File: src/rtl/regfile_wb_queue.sv
// Writeback queue in front of the register-file write port.
// It arbitrates ALU and load writebacks round-robin, buffers them in order, and drains one per cycle.
module regfile_wb_queue #(
  parameter int DEPTH  = 4,
  parameter int DATA_W = 64,
  parameter int ADDR_W = 5,
  localparam int PTR_W = $clog2(DEPTH),
  localparam int CNT_W = PTR_W + 1
) (
  input  logic              clk,
  input  logic              rst_n,
  input  logic              a_valid,
  input  logic [ADDR_W-1:0] a_addr,
  input  logic [DATA_W-1:0] a_data,
  output logic              a_ready,
  input  logic              b_valid,
  input  logic [ADDR_W-1:0] b_addr,
  input  logic [DATA_W-1:0] b_data,
  output logic              b_ready,
  input  logic              flush,
  output logic              write,
  output logic [ADDR_W-1:0] wrAddr,
  output logic [DATA_W-1:0] wrData,
  input  logic [ADDR_W-1:0] rdAddrA,
  input  logic [ADDR_W-1:0] rdAddrB,
  output logic              hazardA,
  output logic              hazardB,
  output logic [CNT_W-1:0]  count
);

  typedef enum logic {PRIO_A, PRIO_B} prio_e;

  prio_e             prio_q, prio_d;
  logic [PTR_W-1:0]  rd_ptr_q, rd_ptr_d;
  logic [PTR_W-1:0]  wr_ptr_q, wr_ptr_d;
  logic [CNT_W-1:0]  count_q, count_d;
  logic [ADDR_W-1:0] addr_q [DEPTH];
  logic [ADDR_W-1:0] addr_d [DEPTH];
  logic [DATA_W-1:0] data_q [DEPTH];
  logic [DATA_W-1:0] data_d [DEPTH];

  logic full, a_acc, b_acc, enq, deq;
  logic [PTR_W-1:0] offset;

  // Readiness is gated by rst_n so nothing appears accepted while reset is held.
  always_comb begin
    full    = (count_q == CNT_W'(DEPTH));
    a_ready = rst_n && !flush && !full && (prio_q == PRIO_A || !b_valid);
    b_ready = rst_n && !flush && !full && (prio_q == PRIO_B || !a_valid);
    a_acc   = a_valid && a_ready;
    b_acc   = b_valid && b_ready;
    enq     = a_acc || b_acc;
    deq     = (count_q != '0);
  end

  always_comb begin
    write   = deq;
    wrAddr  = '0;
    wrData  = '0;
    hazardA = 1'b0;
    hazardB = 1'b0;
    offset  = '0;
    if (deq) begin
      wrAddr = addr_q[rd_ptr_q];
      wrData = data_q[rd_ptr_q];
    end
    // An entry is live when its distance from the read pointer is below the occupancy.
    for (int i = 0; i < DEPTH; i++) begin
      offset = PTR_W'(i) - rd_ptr_q;
      if (CNT_W'(offset) < count_q) begin
        if (addr_q[i] == rdAddrA) hazardA = 1'b1;
        if (addr_q[i] == rdAddrB) hazardB = 1'b1;
      end
    end
  end

  assign count = count_q;

  always_comb begin
    addr_d   = addr_q;
    data_d   = data_q;
    wr_ptr_d = wr_ptr_q;
    rd_ptr_d = rd_ptr_q;
    prio_d   = prio_q;
    count_d  = count_q;
    if (a_acc) begin
      addr_d[wr_ptr_q] = a_addr;
      data_d[wr_ptr_q] = a_data;
      prio_d           = PRIO_B;
    end else if (b_acc) begin
      addr_d[wr_ptr_q] = b_addr;
      data_d[wr_ptr_q] = b_data;
      prio_d           = PRIO_A;
    end
    if (enq) wr_ptr_d = wr_ptr_q + PTR_W'(1);
    if (flush) begin
      count_d  = '0;
      rd_ptr_d = wr_ptr_q;
    end else begin
      count_d = count_q + CNT_W'(enq) - CNT_W'(deq);
      if (deq) rd_ptr_d = rd_ptr_q + PTR_W'(1);
    end
  end

  always_ff @(posedge clk or negedge rst_n) begin
    if (!rst_n) begin
      prio_q   <= PRIO_A;
      rd_ptr_q <= '0;
      wr_ptr_q <= '0;
      count_q  <= '0;
      for (int i = 0; i < DEPTH; i++) begin
        addr_q[i] <= '0;
        data_q[i] <= '0;
      end
    end else begin
      prio_q   <= prio_d;
      rd_ptr_q <= rd_ptr_d;
      wr_ptr_q <= wr_ptr_d;
      count_q  <= count_d;
      addr_q   <= addr_d;
      data_q   <= data_d;
    end
  end

endmodule
File: config.mk
export PLATFORM = sky130hd
export DESIGN_NAME = regfile_wb_queue
export DESIGN_NICKNAME = d
export VERILOG_FILES = /design/src/rtl/regfile_wb_queue.sv
export SDC_FILE = /design/constraint.sdc
export NUM_CORES = 1
export LEC_CHECK = 0
export CAP_MARGIN = 10
export CORE_ASPECT_RATIO = 1.25
export CORE_MARGIN = 1.5
export CORE_UTILIZATION = 69
export DETAILED_ROUTE_END_ITERATION = 10
export DONT_BUFFER_PORTS = 1
export GPL_TIMING_DRIVEN = 0
export PLACE_DENSITY = 0.93
export SETUP_SLACK_MARGIN = 0.1
export SLEW_MARGIN = 5
export SYNTH_ARGS = -nofsm -noshare
export SYNTH_HDL_FRONTEND = slang
export SYNTH_SLANG_ARGS = --single-unit
File: constraint.sdc
create_clock -name clk -period 6.45 [get_ports clk]
set_input_delay 1.29 -clock clk [delete_from_list [all_inputs] [get_ports clk]]
set_output_delay 1.29 -clock clk [all_outputs]
set_load 0.05 [all_outputs]
==> load_flow_metrics.sql <==
INSERT INTO impl_metrics (metric_group, metric, value, unit) VALUES
('run_status', 'status', 'finished, final reports clean', ''),
('drt', 'post_drt_via_cell_ratio', '6.56', ''),
('power', 'p_sw_share', '46.0', '%'),
('timing', 'worstMarginPinSlew', '1020', 'ps'),
('clocking', 'clock-root-buffer', 'sky130_fd_sc_hd__clkbuf_16', ''),
('power', 'power.ir.vdd_worst', '0.000402', 'V'),
('global_routing', 'grtUsageTotal', '34.9', '%'),
('finish', 'diodes', '0', ''),
('yosys', 'post_synth.cell_area_avg', '11.5', 'µm²'),
('placed_design', 'place.detailed.instances', '1532', ''),
('drt', 'detailroute.wirelength.met3', '3210', 'µm'),
('floorplan', 'height_of_the_die', '165', 'µm'),
('placed_design', 'placed_cell_area', '14800', 'µm²'),
('global_routing', 'grt_pass1_wl', '58600', 'µm'),
('timing', 'hold_viol_final', '0', ''),
('drt', 'routed_wirelength', '37400', 'µm'),
('yosys', 'synth_top_cell_area_share', '49.1', '%'),
('floorplan', 'core.rowCount', '59', ''),
('yosys', 'number_of_nets_produced_by_synthesis', '1422', ''),
('timing', 'worst_clock_skew', '8.98', 'ps'),
('finish', 'layout-drive-gt1-share', '16.4', '%'),
('placed_design', 'gp_congestion', '0.949', ''),
('timing', 'worst_hold_slack', '448', 'ps'),
('clocking', 'cts_max_level', '1', ''),
('clocking', 'cts-root-to-sink-buffers', '3', ''),
('clocking', 'number_of_buffers_inserted_during_clock_tree_synthesis', '28', ''),
('yosys', 'netlist_instances', '1258', ''),
('placed_design', 'dp.final_hpwl', '24900', 'µm'),
('drt', 'route.met2.wl', '19300', 'µm'),
('setup_path', 'worst_ep_required_time', '5160', 'ps'),
('timing', 'fin_crit', '4830', 'ps'),
('floorplan', 'floorplan.core_area', '20700', 'µm²'),
('power', 'clock_power_share', '17.0', '%'),
('clocking', 'clkLatencyLatePin', '540', 'ps'),
('timing', 'setup-violations-final', '0', ''),
('yosys', 'syn_area', '14500', 'µm²'),
('yosys', 'synth.distinct_cells', '30', ''),
('yosys', 'synth-edff-count', '0', ''),
('yosys', 'postSynth.asyncResetShare', '100', '%'),
('timing', 'post-route-period-util', '75.0', '%'),
('power', 'p_int', '0.00530', 'W'),
('drt', 'remaining_drc_errors', '0', ''),
('power', 'leakagePower', '6.22', 'nW'),
('clocking', 'post-cts-setup-buffer-count', '0', ''),
('setup_path', 'timing.setup.critical_path_class', 'flop to output port', ''),
('finish', 'finish.cell_count_without_fillers', '1582', ''),
('finish', 'mostFrequentLayoutCells', 'sky130_fd_sc_hd__dfrtp_1, sky130_fd_sc_hd__nor2_1, sky130_fd_sc_hd__a21oi_1', ''),
('drt', 'detail-route-antenna-nets', '0', ''),
('global_routing', 'antenna_violations_before_repair', '0', ''),
('power', 'power.density', '622', 'nW/µm²'),
('global_routing', 'grt-ovfl-total', '0', ''),
('finish', 'layout.core_utilization', '76.3', '%'),
('timing', 'setup_tns', '0', 'ps'),
('yosys', 'ys_ff_latch', '284', ''),
('yosys', 'yosys_warnings', '0', ''),
('clocking', 'cts_sinks', '284', ''),
('floorplan', 'io_pins', '230', ''),
('drt', 'first_pass_iters', '6', ''),
('drt', 'drt_iter0_drc', '1048', ''),
('floorplan', 'floorplan.die_area', '21800', 'µm²'),
('setup_path', 'critical_path.startpoint_type', 'flop', ''),
('drt', 'routed-via-count', '10400', ''),
('drt', 'drt-met1-wl', '13300', 'µm'),
('yosys', 'synth_flop_cell', 'sky130_fd_sc_hd__dfrtp_1', ''),
('placed_design', 'number_of_buffers_inserted_by_port_buffering', '0', ''),
('power', 'power.combinational.fraction', '49.3', '%'),
('timing', 'timing.fmax', '0.207', 'GHz'),
('finish', 'multi_input_logic_area', '6840', 'µm²'),
('drt', 'wl_per_cell', '23.6', 'µm'),
('timing', 'grt_setup_unrepaired', 'false', ''),
('floorplan', 'die_span_x', '133', 'µm');
[through the flow]
step	setup WS, ps	power (W)
finish	1620	0.00981
global route	1470	0.0103
CTS	1670	0.00978
detailed placement	2230	0.00807
global placement	2250	0.00782
floorplan	2550	0.00720
[registers in the layout, summed over array words and instances, names as in the netlist]
register and count:
data_q 256, wr_ptr_q 2, addr_q 20, prio_q 1, rd_ptr_q 2, count 3
[worst max-delay path: stages, from the launching register on]
cell and delay, ps:
sky130_fd_sc_hd__dfrtp_1 340, sky130_fd_sc_hd__clkbuf_1 450, sky130_fd_sc_hd__buf_1 580, sky130_fd_sc_hd__inv_1 170, sky130_fd_sc_hd__ha_1 330, sky130_fd_sc_hd__a21boi_0 130
sky130_fd_sc_hd__o21ai_0 380, sky130_fd_sc_hd__nand4_1 160, sky130_fd_sc_hd__nand4_1 470
[worst paths after layout]
| kind | startpoint | end | slack (ps) | cells past startpoint |
|---|---|---|---|---|
| setup / recovery | rd_ptr_q[1] | hazardA | 1620 | 8 |
| hold / removal | rst_n | data_q[185] | 450 | 0 |
| setup reg to reg | count[2] | count[2] | 2610 | 11 |
| hold reg to reg | data_q[36] | data_q[36] | 520 | 2 |
| max in group asynchronous | rst_n | data_q[168] | 5390 | 0 |
| min in group clk | data_q[36] | data_q[36] | 520 | 2 |
[cell type report]
type                    instances  share of cell area (%)
clock inverters                 9                   0.460
inverters                       9                   0.214
multi-input cells             869                    43.3
clock buffers                  41                    5.58
well taps                     274                    2.17
plain buffers                  96                    3.17
flip-flops and latches        284                    45.1
[synth_stat cells, types with 9 or more instances]
master / instances
sky130_fd_sc_hd__dfrtp_1: 284
sky130_fd_sc_hd__nor2_1: 279
sky130_fd_sc_hd__a21oi_1: 277
sky130_fd_sc_hd__clkbuf_1: 72
sky130_fd_sc_hd__and2_1: 70
sky130_fd_sc_hd__mux2i_4: 69
sky130_fd_sc_hd__mux4_2: 69
sky130_fd_sc_hd__xor2_1: 24
sky130_fd_sc_hd__xnor2_1: 22
sky130_fd_sc_hd__buf_2: 13
sky130_fd_sc_hd__nor3_1: 11
sky130_fd_sc_hd__ha_1: 10
sky130_fd_sc_hd__nand4_1: 10
sky130_fd_sc_hd__inv_1: 9
[power by group through the flow]
stage / Sequential [W] / Combinational [W] / Clock, W
floorplan: 0.00310 / 0.00410 / 0
global placement: 0.00320 / 0.00462 / 0
detailed placement: 0.00329 / 0.00478 / 0
CTS: 0.00328 / 0.00483 / 0.00167
global route: 0.00339 / 0.00514 / 0.00174
finish: 0.00331 / 0.00483 / 0.00167
[routing by layer]
layer	vias to the layer above	global-route usage, %
met2	586	60.3
met5	-	0
met3	127	6.11
met1	5257	43.4
li1	4412	-
met4	0	16.2
[kinds of logic (layout without fill, tap and decap cells)]
kind of cell	after synthesis	in the layout	synth area share, %
and+or+nand+nor	389	389	12.0
AOI/OAI and AO/OA	285	285	9.89
DFF	284	284	49.1
muxes	138	138	21.5
buffers and inverters	105	155	3.69
xor gates and xnor gates	46	46	2.78
adders and majority gates	11	11	1.00
Note: power is estimated with default switching activity, not from simulation.
